`src/rtl/th_refill.sv`:
```
// Lookup/update responder: acks fetch-unit lookups, refills missed lines from memory as a counted burst.
// Optional TH_REFILL_CRIT_FIRST_EN: burst starts at the requested word and wraps within the line.
module th_refill #(
  parameter int ADDRESS = 10,
  parameter int LINE    = 4,
  parameter int WORDS   = 8
) (
  input  logic                          clock_i,
  input  logic                          reset_i,
  input  logic                          lk_lookup_i,
  output logic                          lk_ack_o,
  input  logic [LINE-1:0]               lk_l_addr_i,
  input  logic                          lk_packed_i,
  input  logic [ADDRESS-1:0]            lk_pc_i,
  output logic                          lk_busy_o,
  input  logic                          lk_hit_i,
  input  logic                          lk_miss_i,
  output logic                          lk_update_o,
  output logic [LINE-1:0]               lk_u_addr_o,
  output logic                          lk_packed_o,
  output logic                          mem_req_o,
  output logic [ADDRESS-1:0]            mem_addr_o,
  input  logic                          mem_rdy_i,
  output logic                          lb_we_o,
  output logic [LINE+$clog2(WORDS)-1:0] lb_addr_o
);

  localparam int BW = $clog2(WORDS);

  typedef enum logic [2:0] {
    S_IDLE   = 3'd0,
    S_ACK    = 3'd1,
    S_WAIT   = 3'd2,
    S_FILL   = 3'd3,
    S_UPDATE = 3'd4
  } state_t;

  state_t             state_q, state_d;
  logic [LINE-1:0]    line_q, line_d;
  logic [ADDRESS-1:0] pc_q, pc_d;
  logic               packed_q, packed_d;
  logic [BW-1:0]      beat_q, beat_d;
  logic [BW-1:0]      cnt_q, cnt_d;
  logic               ack_q, ack_d;
  logic               busy_q, busy_d;
  logic [BW-1:0]      last_cnt;
  logic [BW-1:0]      start_beat;
  logic [BW-1:0]      next_beat;

  assign last_cnt = packed_q ? BW'(WORDS / 2 - 1) : BW'(WORDS - 1);

`ifdef TH_REFILL_CRIT_FIRST_EN
  // Packed lines only span half the beats, so both the start and the wrap use the half-line mask.
  assign start_beat = packed_q ? (pc_q[BW-1:0] & BW'(WORDS / 2 - 1)) : pc_q[BW-1:0];
  assign next_beat  = packed_q ? ((beat_q + BW'(1)) & BW'(WORDS / 2 - 1)) : (beat_q + BW'(1));
`else
  logic unused_pc_lo;
  assign unused_pc_lo = ^pc_q[BW-1:0];
  assign start_beat   = '0;
  assign next_beat    = beat_q + BW'(1);
`endif

  always_ff @(posedge clock_i or posedge reset_i) begin
    if (reset_i) begin
      state_q  <= S_IDLE;
      line_q   <= '0;
      pc_q     <= '0;
      packed_q <= 1'b0;
      beat_q   <= '0;
      cnt_q    <= '0;
      ack_q    <= 1'b0;
      busy_q   <= 1'b0;
    end else begin
      state_q  <= state_d;
      line_q   <= line_d;
      pc_q     <= pc_d;
      packed_q <= packed_d;
      beat_q   <= beat_d;
      cnt_q    <= cnt_d;
      ack_q    <= ack_d;
      busy_q   <= busy_d;
    end
  end

  always_comb begin
    state_d  = state_q;
    line_d   = line_q;
    pc_d     = pc_q;
    packed_d = packed_q;
    beat_d   = beat_q;
    cnt_d    = cnt_q;
    ack_d    = 1'b0;
    unique case (state_q)
      S_IDLE: begin
        if (lk_lookup_i) begin
          line_d   = lk_l_addr_i;
          pc_d     = lk_pc_i;
          packed_d = lk_packed_i;
          ack_d    = 1'b1;
          state_d  = S_ACK;
        end
      end
      S_ACK:  state_d = S_WAIT;
      S_WAIT: begin
        if (lk_miss_i) begin
          cnt_d   = '0;
          beat_d  = start_beat;
          state_d = S_FILL;
        end else if (lk_hit_i) begin
          state_d = S_IDLE;
        end
      end
      S_FILL: begin
        // The beat counter only addresses; the separate count decides when the burst is done.
        if (mem_rdy_i) begin
          cnt_d  = cnt_q + BW'(1);
          beat_d = next_beat;
          if (cnt_q == last_cnt) state_d = S_UPDATE;
        end
      end
      S_UPDATE: state_d = S_IDLE;
      default:  state_d = S_IDLE;
    endcase
    busy_d = (state_d == S_FILL) || (state_d == S_UPDATE);
  end

  assign lk_ack_o    = ack_q;
  assign lk_busy_o   = busy_q;
  assign mem_req_o   = (state_q == S_FILL);
  assign lb_we_o     = mem_req_o & mem_rdy_i;
  assign mem_addr_o  = {pc_q[ADDRESS-1:BW], beat_q};
  assign lb_addr_o   = {line_q, beat_q};
  assign lk_update_o = (state_q == S_UPDATE);
  assign lk_u_addr_o = lk_update_o ? line_q : '0;
  assign lk_packed_o = lk_update_o & packed_q;

endmodule
```
`config.mk`:
```
export PLATFORM = sky130hd
export DESIGN_NAME = th_refill
export DESIGN_NICKNAME = d
export VERILOG_FILES = /design/src/rtl/th_refill.sv
export SDC_FILE = /design/constraint.sdc
export NUM_CORES = 1
export LEC_CHECK = 0
export BUFFER_PORTS_ARGS = -buffer_cell sky130_fd_sc_hd__buf_2
export CAP_MARGIN = 20
export CORE_MARGIN = 10
export CORE_UTILIZATION = 40
export DETAILED_ROUTE_END_ITERATION = 10
export PLACE_DENSITY_LB_ADDON = 0.2
export RECOVER_POWER = 25
export SETUP_SLACK_MARGIN = 0.1
export SKIP_LAST_GASP = 1
export SLEW_MARGIN = 20
export SYNTH_ARGS = -nofsm -noshare
export SYNTH_HDL_FRONTEND = slang
export SYNTH_SLANG_ARGS = --single-unit
```
`constraint.sdc`:
```
create_clock -name clock_i -period 3.6 [get_ports clock_i]
set_input_delay 0.36 -clock clock_i [delete_from_list [all_inputs] [get_ports clock_i]]
set_output_delay 0.36 -clock clock_i [all_outputs]
set_load 0.05 [all_outputs]
```
Word-level counts from Yosys, hierarchy flattened
Index checks and enable logic that the tools add are counted.

word-level totals
  flip-flop bits (word level) = 26
  output and inout port bits = 27
  word-level logic and storage cells = 41

operators by class
  $add $sub $neg = 2
  equal/unequal tests = 9
  mux-type cells = 15
  bitwise gates (word level) = 2
  reductions and logical operators = 5

operators with widths
  kind                   count
  $mux W3                9
  $pmux W3 S2            2
  $pmux W3 S4            1
  $eq A3 B2 Y1 const B   3
  $add A3 B1 Y3 const B  2
  $eq A3 B3 Y1 const B   2
  $mux W4                1
  $eq A3 B1 Y1 const B   1
  $eq A3 B3 Y1           1
  $logic_not A3 Y1       1
  $reduce_and A3 Y1      1
  $and A1 B1 Y1          2
  $mux W1                2
  $ne A2 B1 Y1 const B   1
  $ne A2 B2 Y1 const B   1
  $reduce_and A2 Y1      1
  $reduce_bool A2 Y1     1
  $logic_or A1 B1 Y1     1

Depth between registers and ports, before layout
Gate-level depths: netlist of run 1.

  depth in word-level cells = 7
  gate-level depth with buffers = 5

Least setup slack after synthesis of run 1
No wires, ideal clock.

  path kind = register to register
  from = register state_q[2]
  to = register beat_q[2]
  arrival time = 1.449 ns
  slack = 2.002 ns
  cell stages (with the launch flop) = 6
  buffers on the path = 1
  clock period less this slack = 1.598 ns
  cells stage by stage = dfrtp_1 -> clkbuf_1 -> nand4b_1 -> inv_1 -> nand2_1 -> mux2i_1

between the ends
  word-level cells in the longest chain between the ends = 3

ends and longest elaborated chain
  item                                                   RTL line  source
  from (decl)                                            38        state_t state_q, state_d;
  from (signal assigned)                                 74        state_q <= state_d;
  $eq A3 B2 Y1                                           93        unique case (state_q)
  $ne A2 B1 Y1 (no source line) (tied with other cells)  n/a
  $reduce_and A3 Y1 (no source line)                     n/a
  to (signal assigned)                                   78        beat_q <= beat_d;
  to (decl)                                              42        logic [BW-1:0] beat_q, beat_d;

Several ways; a longest one is shown, not always the timed one.
A chain may end at the register's enable or synchronous reset.

Final worst setup path of run 1
  from = register state_q[2]
  to = output port lb_we_o

between the ends
  word-level cells in the longest chain between the ends = 2

ends and longest elaborated chain
  item           RTL line  source
  $eq A3 B2 Y1   129       assign mem_req_o = (state_q == S_FILL);
  $and A1 B1 Y1  130       assign lb_we_o = mem_req_o & mem_rdy_i;
  to (decl)      24        output logic lb_we_o,

No other way between the ends.

==> qor.csv, run 1 <==
stage,metric,value,unit
grt,GRT overflow,0,
timing,Clock Skew,10.74,ps
finish,Area Overhead vs Synth,24.54,%
detailed_routing,DR vias,740,
floorplanning,die width,70.24,um
synthesis,synth warn,0,
pwr,Switching Power,0.6794,mW
setup_path,FF-to-FF setup slack,1740,ps
timing,Slew Limit Fails,0,
clock_network,Root Buffer,clkbuf_4,
detailed_routing,post-DR wirelength/cell,14.99,um
timing,final hold vios,0,
clock_network,Resize count post-CTS,0,
clock_network,Clock Latency Late Sink,310,ps
placed_design,Post-DP Area,1230,um2
clock_network,TritonCTS buffer count,3,
timing,Finish-stage setup viols,0,
synthesis,mean post-synth cell area,12.95,um2
setup_path,slowest CP cell,dfrtp_1,
pwr,Pleak,0.6770,nW
timing,RSZ-0062 raised after global routing,false,
setup_path,worst setup path start,state_q[2]$_DFF_PP0_,
clock_network,worst-case clock buffer depth,2,
pwr,Reg power frac,0.355,
grt,largest net degree at the start of global routing,24,
hold_path,HP Class,in -> async,
pwr,PwrDens,1025,nW/um2
pwr,Clock power frac,0.091,
finish,n_diodes,0,
clock_network,CTS tree,done,
run,Max Cap Viol,0,
clock_network,Post-CTS Setup Bufs,0,
detailed_routing,overall routed net length,2.263,mm
setup_path,crit start category,register,
setup_path,Worst setup EP type,output port,
detailed_routing,TritonRoute pass-1 iters,2,
finish,final-stage net count,145,
synthesis,Mapped Area,1010,um2
clock_network,CTS Hold Bufs,0,
grt,initial antenna violation count,0,
setup_path,Crit path buffers/inverters,2,
setup_path,worst path required time,3240,ps
synthesis,Netlist cell types,26,
grt,number of global-route vias before repair,859,
status,status,"complete, no violations",
pwr,Internal,0.6088,mW
detailed_routing,vias per cell,4.901,
pwr,Max IR drop VDD,0.5082,mV
placed_design,Final GP Congestion,0.6940,
timing,post-route setup TNS,0,ps
clock_network,"Reg clk slew, reported paths",130,ps
placed_design,I/O Buffers,44,
setup_path,"critical path fanouts, max",11,
grt,All-Layer GR Usage,0.09329,
setup_path,largest stage delay on the critical path,520,ps
floorplanning,Core Box Area,2432,um2
setup_path,CP top delay family,flip-flops,
timing,Tcrit/Tclk final,0.5524,
clock_network,H-tree depth,1,
synthesis,post-synthesis register bit count,23,
setup_path,critical path class,reg -> out,
pwr,Sw Ratio,0.5274,
floorplanning,die area,4934,um2
timing,slew margin rel.,0.3937,
timing,Final min period,1989,ps
detailed_routing,initial DRC count,19,
clock_network,Num Clock Sinks,23,
setup_path,worst-path cell chain,nand4b_1 > inv_1 > buf_2,
synthesis,register area share after synthesis,0.5700,
setup_path,Worst Path Arrival,1630,ps
floorplanning,Chip Height,70.24,um
timing,Max Clock Freq,0.5028,GHz
timing,worst slew pin tran,905.6,ps
synthesis,Synth Instances,78,
finish,share of layout cells above drive strength 1,0.5041,
detailed_routing,final antenna-violating net count,0,
synthesis,share of synthesized registers carrying an async set or reset,1.000,
pwr,Comb pwr share,0.554,
grt,first-pass GRT wire length,3.877,mm
placed_design,DP HPWL,1.740,mm
finish,post-layout instance area,1257,um2
floorplanning,row count,18,
synthesis,number of enable flip-flop cells after synthesis,0,
floorplanning,Initial Utilization,0.4151,
setup_path,R2R Path Start,state_q[1]$_DFF_PP0_,
detailed_routing,# DRC,0,
floorplanning,I/O Pins,48,
synthesis,ys flop type,dfrtp_1,
synthesis,Mapped Nets,101,
==> cell families after synthesis <==
family | count (synthesis) | synth area share
flops | 23 | 0.5700
buf+inv | 9 | 0.05203
compound gates | 8 | 0.05577
simple gates | 22 | 0.1450
fa+ha+maj | 2 | 0.02478
mux | 13 | 0.1437
xor+xnor | 1 | 0.008676
==> cell usage in the layout, fill, tap and decap left out <==
cell,n
and3_1,5
nand4bb_1,1
dfrtp_1,23
clkinv_2,1
a22o_1,2
o211ai_1,2
xnor2_1,1
and2_1,2
nand3b_1,1
nand3_1,2
nand2_1,4
buf_2,44
a31oi_1,1
clkbuf_4,3
nor4b_4,1
inv_1,4
nor3_1,1
ha_1,2
nand4b_1,1
nor3b_1,1
nor2_1,2
o31ai_1,1
mux2i_1,1
or3_1,1
o21ai_0,2
mux2_2,12
==> worst paths after layout <==
check	to	depth (start not counted)
worst max-delay path	lb_we_o	3
worst max register to register	pc_q[5]$_DFFE_PP0P_	2
worst min register to register	beat_q[2]$_DFFE_PP0P_	1
max in group asynchronous	beat_q[1]$_DFFE_PP0P_	2
min in group clock_i	packed_q$_DFFE_PP0P_	2
worst min-delay path	pc_q[9]$_DFFE_PP0P_	2
==> registers in the layout, indices dropped and copies added, names as in the netlist <==
name / cells
lk_ack_o: 1
cnt_q: 3
line_q: 4
beat_q: 3
packed_q: 1
pc_q: 7
lk_busy_o: 1
state_q: 3
==> metrics by stage <==
| step | util | instances | setup slack [ps] | hold WS [ps] | total power, mW |
|---|---|---|---|---|---|
| floorplan | - | 78 | 2002 | 361.9 | 1.035 |
| global placement | 0.5057 | 147 | 1799 | 477.3 | 1.170 |
| detailed placement | 0.5057 | 147 | 1696 | 495.1 | 1.187 |
| CTS | 0.5170 | 151 | 1604 | 238.8 | 1.310 |
| global route | 0.5170 | 151 | 1445 | 250.9 | 1.375 |
| finish | 0.5170 | 151 | 1611 | 206.4 | 1.288 |
==> power groups by stage <==
stage / logic [mW] / clock network (mW) / registers, mW
2_1_floorplan: 0.300 / 0 / 0.735
3_3_place_gp: 0.716 / 0 / 0.454
3_5_place_dp: 0.723 / 0 / 0.464
4_1_cts: 0.724 / 0.127 / 0.458
5_1_grt: 0.761 / 0.136 / 0.479
6_report: 0.713 / 0.118 / 0.457
==> layer usage <==
metal,wire (um),global-route usage,vias up
met1,1018,0.1060,350
met3,136,0.03249,2
met2,1086,0.1597,25
met4,21,0.02632,0
met5,0,0,-
li1,-,-,363
==> cell type report <==
cell class	count	area, um2
Multi-Input combinational cell	46	381.6
Sequential cell	23	575.6
Fill cell	232	1175
Clock inverter	1	5.005
Clock buffer	3	22.52
Tap cell	30	37.54
Inverter	4	15.01
Timing Repair Buffer	44	220.2
==> synthesized netlist by cell type (2+ instances only) <==
cell type / count / share of area
dfrtp_1: 23 / 0.57
mux2_2: 12 / 0.13
and3_1: 5 / 0.031
inv_1: 4 / 0.015
nand2_1: 4 / 0.015
buf_4: 3 / 0.022
a22o_1: 2 / 0.017
and2_1: 2 / 0.012
ha_1: 2 / 0.025
nand3_1: 2 / 0.0099
nor2_1: 2 / 0.0074
o211ai_1: 2 / 0.015
o21ai_0: 2 / 0.0099
Note: power is estimated with default switching activity, not from simulation.
==> run 2: changes to the inputs <==
==> constraint.sdc (replaced) <==
create_clock -name clock_i -period 1.7 [get_ports clock_i]
set_input_delay 0.17 -clock clock_i [delete_from_list [all_inputs] [get_ports clock_i]]
set_output_delay 0.17 -clock clock_i [all_outputs]
set_load 0.05 [all_outputs]
==> run 2 against run 1 <==
  * Critical path depth did not move
  * Global-route usage grew 0.50 points
  * Final area grew 8.1%
  * Die area is the same
  * Sequential share of layout area shrank 3.1 points
  * First-iteration DRC count rose by 58%
  * Largest power group unchanged
  * Highest routed layer unchanged
==> qor.csv, run 2 (synthesized netlist as in run 1, its figures left out) <==
stage,metric,value,unit,change
clock_network,CTS tree,done,,unchanged
setup_path,worst setup path start,state_q[1]$_DFF_PP0_,,was state_q[2]$_DFF_PP0_
clock_network,Clock Latency Late Sink,300,ps,was 310 ps
timing,post-route setup TNS,0,ps,unchanged
finish,max reg flops,7,,unchanged
clock_network,H-tree depth,1,,unchanged
grt,first-pass GRT wire length,4.064,mm,was 3.877 mm
finish,"commonest non-fill, non-tap cell in the layout",buf_2,,unchanged
setup_path,Worst setup EP type,output port,,unchanged
hold_path,HP Class,in -> reg,,was in -> async
hold_path,hold path depth,2,,
grt,number of global-route vias before repair,855,,was 859
finish,top flop regs,"pc_q x7, line_q x4",,unchanged
setup_path,Worst Path Arrival,1350,ps,was 1630 ps
finish,Reg with most FFs,pc_q,,unchanged
clock_network,worst-case clock buffer depth,2,,unchanged
floorplanning,Chip Height,70.24,um,unchanged
finish,Final Core Density,0.5586,,was 0.5170
finish,Filler cells,220,,was 232
clock_network,Num Clock Sinks,23,,unchanged
timing,Final min period,1515,ps,
setup_path,crit start category,register,,unchanged
timing,Slew Limit Fails,0,,unchanged
detailed_routing,initial DRC count,30,,was 19
timing,Clock Skew,2.762,ps,was 10.74 ps
floorplanning,die area,4934,um2,unchanged
timing,final hold vios,0,,unchanged
clock_network,TritonCTS buffer count,3,,unchanged
placed_design,Placed Cells,151,,was 147
placed_design,Final GP Congestion,0.6912,,was 0.6940
detailed_routing,TritonRoute pass-1 iters,2,,unchanged
timing,worst slew pin tran,568.7,ps,was 905.6 ps
detailed_routing,DR vias,789,,was 740
detailed_routing,final antenna-violating net count,0,,unchanged
setup_path,worst path required time,1530,ps,was 3240 ps
floorplanning,row count,18,,unchanged
clock_network,"Reg clk slew, reported paths",130,ps,about the same
floorplanning,die width,70.24,um,unchanged
timing,slew margin rel.,0.6209,,was 0.3937
floorplanning,Core Box Area,2432,um2,unchanged
grt,largest net degree at the start of global routing,24,,unchanged
finish,most frequent cells in the layout,"buf_2, dfrtp_1, mux2_2",,unchanged
detailed_routing,# DRC,0,,unchanged
setup_path,"critical path fanouts, max",7,,was 11
placed_design,I/O Buffers,44,,unchanged
floorplanning,Initial Utilization,0.4151,,unchanged
status,status,"complete, no violations",,unchanged
finish,"non-filler cells, final",159,,was 151
finish,final-stage net count,153,,was 145
hold_path,startpoint of the worst hold path,lk_pc_i[6],,
timing,RSZ-0062 raised after global routing,false,,unchanged
grt,GRT overflow,0,,unchanged
floorplanning,I/O Pins,48,,unchanged
placed_design,DP HPWL,1.859,mm,was 1.740 mm
run,Max Cap Viol,0,,unchanged
finish,n_diodes,0,,unchanged
setup_path,R2R Path Start,state_q[2]$_DFF_PP0_,,was state_q[1]$_DFF_PP0_
detailed_routing,post-DR wirelength/cell,14.88,um,was 14.99 um
pwr,PwrDens,2085,nW/um2,was 1025 nW/um2
finish,Area Overhead vs Synth,34.57,%,was 24.54%
finish,post-layout instance area,1359,um2,was 1257 um2
setup_path,Worst R2R Path Depth,4,,was 2
grt,All-Layer GR Usage,0.09824,,was 0.09329
timing,Tcrit/Tclk final,0.8913,,
timing,Max Clock Freq,0.6600,GHz,
detailed_routing,vias per cell,4.962,,was 4.901
placed_design,Post-DP Area,1260,um2,was 1230 um2
timing,Finish-stage setup viols,0,,unchanged
setup_path,critical path class,reg -> out,,unchanged
pwr,Max IR drop VDD,1.012,mV,was 0.5082 mV
finish,share of layout cells above drive strength 1,0.5581,,was 0.5041
detailed_routing,overall routed net length,2.366,mm,was 2.263 mm
pwr,Pleak,0.7138,nW,was 0.6770 nW
grt,initial antenna violation count,0,,unchanged
clock_network,Root Buffer,clkbuf_4,,unchanged
## run 2: metal layers
layer | up-vias | GRT usage | routed length, um
li1 | 378 | - | -
met1 | 382 | 0.1111 | 911
met2 | 25 | 0.1577 | 1219
met3 | 4 | 0.04237 | 215
met4 | 0 | 0.03947 | 19
met5 | - | 0 | 0
## run 2: cell type report
class	instances	area (um2)	area share
Multi-Input combinational cell	46	389.1	0.2864
Sequential cell	23	579.3	0.4263
Clock buffer	3	22.52	0.01657
Timing Repair Buffer	52	310.3	0.2284
Clock inverter	1	5.005	0.003683
Inverter	4	15.01	0.01105
Tap cell	30	37.54	0.02762
## run 2: worst paths after layout
| check | to | slack, ps |
|---|---|---|
| min in group asynchronous | pc_q[9]$_DFFE_PP0P_ | 520 |
| max in group asynchronous | state_q[1]$_DFF_PP0_ | 780 |
| max reg2reg | line_q[1]$_DFFE_PP0P_ | 240 |
| min reg2reg | beat_q[2]$_DFFE_PP0P_ | 500 |
| max | lk_u_addr_o[1] | 180 |
| min | pc_q[6]$_DFFE_PP0P_ | 90 |
## run 2: critical path: stages, from the launching register on
cell	delay (ps)
dfrtp_2	490
nor2_4	180
and3_1	180
buf_4	190
## run 2: what timing repair did
item / in CTS / in global routing
resized for setup: 8 / 4
hold buffers: 1 / 0
hold endpoints to repair: 23 / 0
setup endpoints to repair: 8 / 8
setup buffers: 2 / 1
## run 2: per-stage QoR
step	hold slack (ps)	setup WS, ps	power, mW
after floorplan	171.9	101.9	2.191
final	85.15	184.8	2.833
after global placement	222.1	278.5	2.502
after CTS	73.06	77.00	2.868
after global routing	65.16	106.9	3.024
after detailed placement	224.6	262.8	2.551
## run 2: where the power goes
part / total [mW] / internal [mW] / switching [mW] / leakage, nW
Combinational: 1.60 / 0.483 / 1.12 / 0.415
Sequential: 0.980 / 0.790 / 0.191 / 0.281
Clock: 0.249 / 0.0878 / 0.161 / 0.0177
==> run 3: changes to the inputs <==
--- a/config.mk
+++ b/config.mk
@@ -12,6 +12,7 @@
 export DETAILED_ROUTE_END_ITERATION = 10
 export PLACE_DENSITY_LB_ADDON = 0.2
 export RECOVER_POWER = 25
+export REMOVE_ABC_BUFFERS = 1
 export SETUP_SLACK_MARGIN = 0.1
 export SKIP_LAST_GASP = 1
 export SLEW_MARGIN = 20
==> run 3 against run 2 <==
  * Worst setup slack lost 22 ps
  * Critical path depth stayed put
  * Power increased by 0.24%
  * Global-route usage shrank 0.22 points
  * Combinational power is essentially flat
  * Utilization shrank 0.62 points
  * Non-clock buffer count unchanged
  * Worst hold slack gained 0.94 ps
  * Highest routed layer unchanged
==> qor.csv, run 3 (synthesized netlist as in run 1, its figures left out) <==
stage,metric,value,unit,change
pwr,Switching Power,1.482,mW,was 1.473 mW
floorplanning,Chip Height,70.24,um,unchanged
setup_path,worst-path cell chain,nand4b_1 > inv_1 > buf_4,,was nor2_4 > and3_1 > buf_4
timing,RSZ-0062 raised after global routing,true,,was false
floorplanning,die area,4934,um2,unchanged
floorplanning,Initial Utilization,0.4151,,unchanged
finish,"commonest non-fill, non-tap cell in the layout",buf_2,,unchanged
clock_network,CTS tree,done,,unchanged
timing,Tcrit/Tclk final,0.9041,,was 0.8913
clock_network,H-tree depth,1,,unchanged
status,status,"complete, no violations",,unchanged
floorplanning,row count,18,,unchanged
detailed_routing,final antenna-violating net count,0,,unchanged
floorplanning,die width,70.24,um,unchanged
detailed_routing,initial DRC count,22,,was 30
timing,Max Clock Freq,0.6506,GHz,was 0.6600 GHz
finish,Area Overhead vs Synth,33.09,%,was 34.57%
timing,Final min period,1537,ps,was 1515 ps
setup_path,critical path class,reg -> out,,unchanged
finish,register area,579.3,um2,unchanged
pwr,Max IR drop VDD,1.168,mV,was 1.012 mV
setup_path,Worst Path Arrival,1370,ps,was 1350 ps
detailed_routing,DR vias,789,,unchanged
setup_path,largest stage delay on the critical path,450,ps,was 490 ps
grt,number of global-route vias before repair,883,,was 855
placed_design,DP HPWL,1.872,mm,was 1.859 mm
finish,max reg flops,7,,unchanged
timing,final hold vios,0,,unchanged
timing,worst slew pin tran,704.4,ps,was 568.7 ps
run,Max Cap Viol,0,,unchanged
clock_network,TritonCTS buffer count,3,,unchanged
finish,top flop regs,"pc_q x7, line_q x4",,unchanged
placed_design,Final GP Congestion,0.7883,,was 0.6912
pwr,Reg power frac,0.347,,was 0.346
placed_design,Place WS,217.6,ps,was 262.8 ps
setup_path,Crit path buffers/inverters,2,,was 1
timing,Slew Limit Fails,0,,unchanged
clock_network,worst-case clock buffer depth,2,,unchanged
pwr,Clock power frac,0.088,,about the same
detailed_routing,# DRC,0,,unchanged
finish,Filler cells,222,,was 220
clock_network,"Reg clk slew, reported paths",130,ps,about the same
finish,n_diodes,0,,unchanged
clock_network,Num Clock Sinks,23,,unchanged
detailed_routing,post-DR wirelength/cell,15.18,um,was 14.88 um
setup_path,"critical path fanouts, max",7,,unchanged
detailed_routing,vias per cell,4.962,,unchanged
grt,initial antenna violation count,0,,unchanged
setup_path,slowest CP cell,dfrtp_2,,unchanged
hold_path,HP Class,in -> reg,,unchanged
setup_path,Worst setup EP type,output port,,unchanged
grt,first-pass GRT wire length,4.022,mm,was 4.064 mm
timing,slew margin rel.,0.5304,,was 0.6209
placed_design,I/O Buffers,44,,unchanged
clock_network,Clock Latency Late Sink,300,ps,about the same
finish,most frequent cells in the layout,"buf_2, dfrtp_1, buf_4",,"was buf_2, dfrtp_1, mux2_2"
finish,Reg with most FFs,pc_q,,unchanged
detailed_routing,overall routed net length,2.414,mm,was 2.366 mm
grt,GRT overflow,0,,unchanged
setup_path,CP top delay family,flip-flops,,unchanged
timing,Finish-stage setup viols,0,,unchanged
setup_path,worst path required time,1530,ps,about the same
timing,post-route setup TNS,0,ps,unchanged
finish,share of layout cells above drive strength 1,0.5426,,was 0.5581
finish,Multi-input gate area,389.1,um2,unchanged
pwr,Comb pwr share,0.564,,was 0.566
detailed_routing,TritonRoute pass-1 iters,4,,was 2
timing,Clock Skew,6.607,ps,was 2.762 ps
pwr,Internal,1.358,mW,was 1.361 mW
grt,All-Layer GR Usage,0.09606,,was 0.09824
floorplanning,I/O Pins,48,,unchanged
clock_network,Root Buffer,clkbuf_4,,unchanged
setup_path,crit start category,register,,unchanged
floorplanning,Core Box Area,2432,um2,unchanged
pwr,Sw Ratio,0.5218,,was 0.5198
pwr,PwrDens,2113,nW/um2,was 2085 nW/um2
timing,post-route setup slack,163.0,ps,was 184.8 ps
finish,final-stage net count,153,,unchanged
grt,largest net degree at the start of global routing,15,,was 24
pwr,Pleak,0.7061,nW,was 0.7138 nW
[run 3: final cells by class]
cell class,instances,share of cell area
well taps,30,0.02793
repair buffers,52,0.2207
clock buffers,4,0.01955
inverters,4,0.01117
flip-flops and latches,23,0.4311
multi-input cells,46,0.2896
[run 3: per-layer routing]
metal	routed length, um	global-route usage	part of all wire
met5	0	0	0
met2	1224	0.1687	0.51
met3	182	0.03531	0.075
met4	12	0.03289	0.0050
met1	995	0.1025	0.41
[run 3: path summary, 6_finish.rpt]
| path | from | to | slack [ps] | cells after the start |
|---|---|---|---|---|
| worst max-delay path | state_q[2]$_DFF_PP0_ | lb_we_o | 160 | 3 |
| worst min-delay path | lk_pc_i[9] | pc_q[9]$_DFFE_PP0P_ | 90 | 2 |
| worst max register to register | state_q[2]$_DFF_PP0_ | line_q[3]$_DFFE_PP0P_ | 180 | 4 |
| worst min register to register | beat_q[2]$_DFFE_PP0P_ | beat_q[2]$_DFFE_PP0P_ | 500 | 1 |
| max in group asynchronous | reset_i | state_q[2]$_DFF_PP0_ | 320 | 4 |
| min in group asynchronous | reset_i | pc_q[9]$_DFFE_PP0P_ | 370 | 3 |
[run 3: stage by stage]
step / power (mW) / utilization / instance area (um2) / hold slack (ps) / instances
4_1_cts: 2.850 / 0.5432 / 1321 / 77.46 / 157
3_3_place_gp: 2.504 / 0.5149 / 1252 / 164.3 / 150
5_1_grt: 3.008 / 0.5525 / 1344 / 73.00 / 159
3_5_place_dp: 2.549 / 0.5149 / 1252 / 186.8 / 150
6_report: 2.840 / 0.5525 / 1344 / 86.08 / 159
2_1_floorplan: 2.146 / - / 972.2 / 171.9 / 73
[run 3: repair_timing]
item	CTS	global route
gates resized for setup	7	6
buffers inserted	2	2
endpoints found under the hold margin	10	0
setup endpoints to repair	8	8
pin swaps	0	0
hold buffers	1	0
cloned	0	0
[run 3: power by group through the flow]
stage               registers, mW  clock network, mW  logic (mW)
global route                 1.02              0.285        1.70
global placement            0.959                  0        1.54
finish                      0.987              0.251        1.60
detailed placement          0.983                  0        1.57
floorplan                    1.64                  0       0.502
CTS                         0.976              0.263        1.61
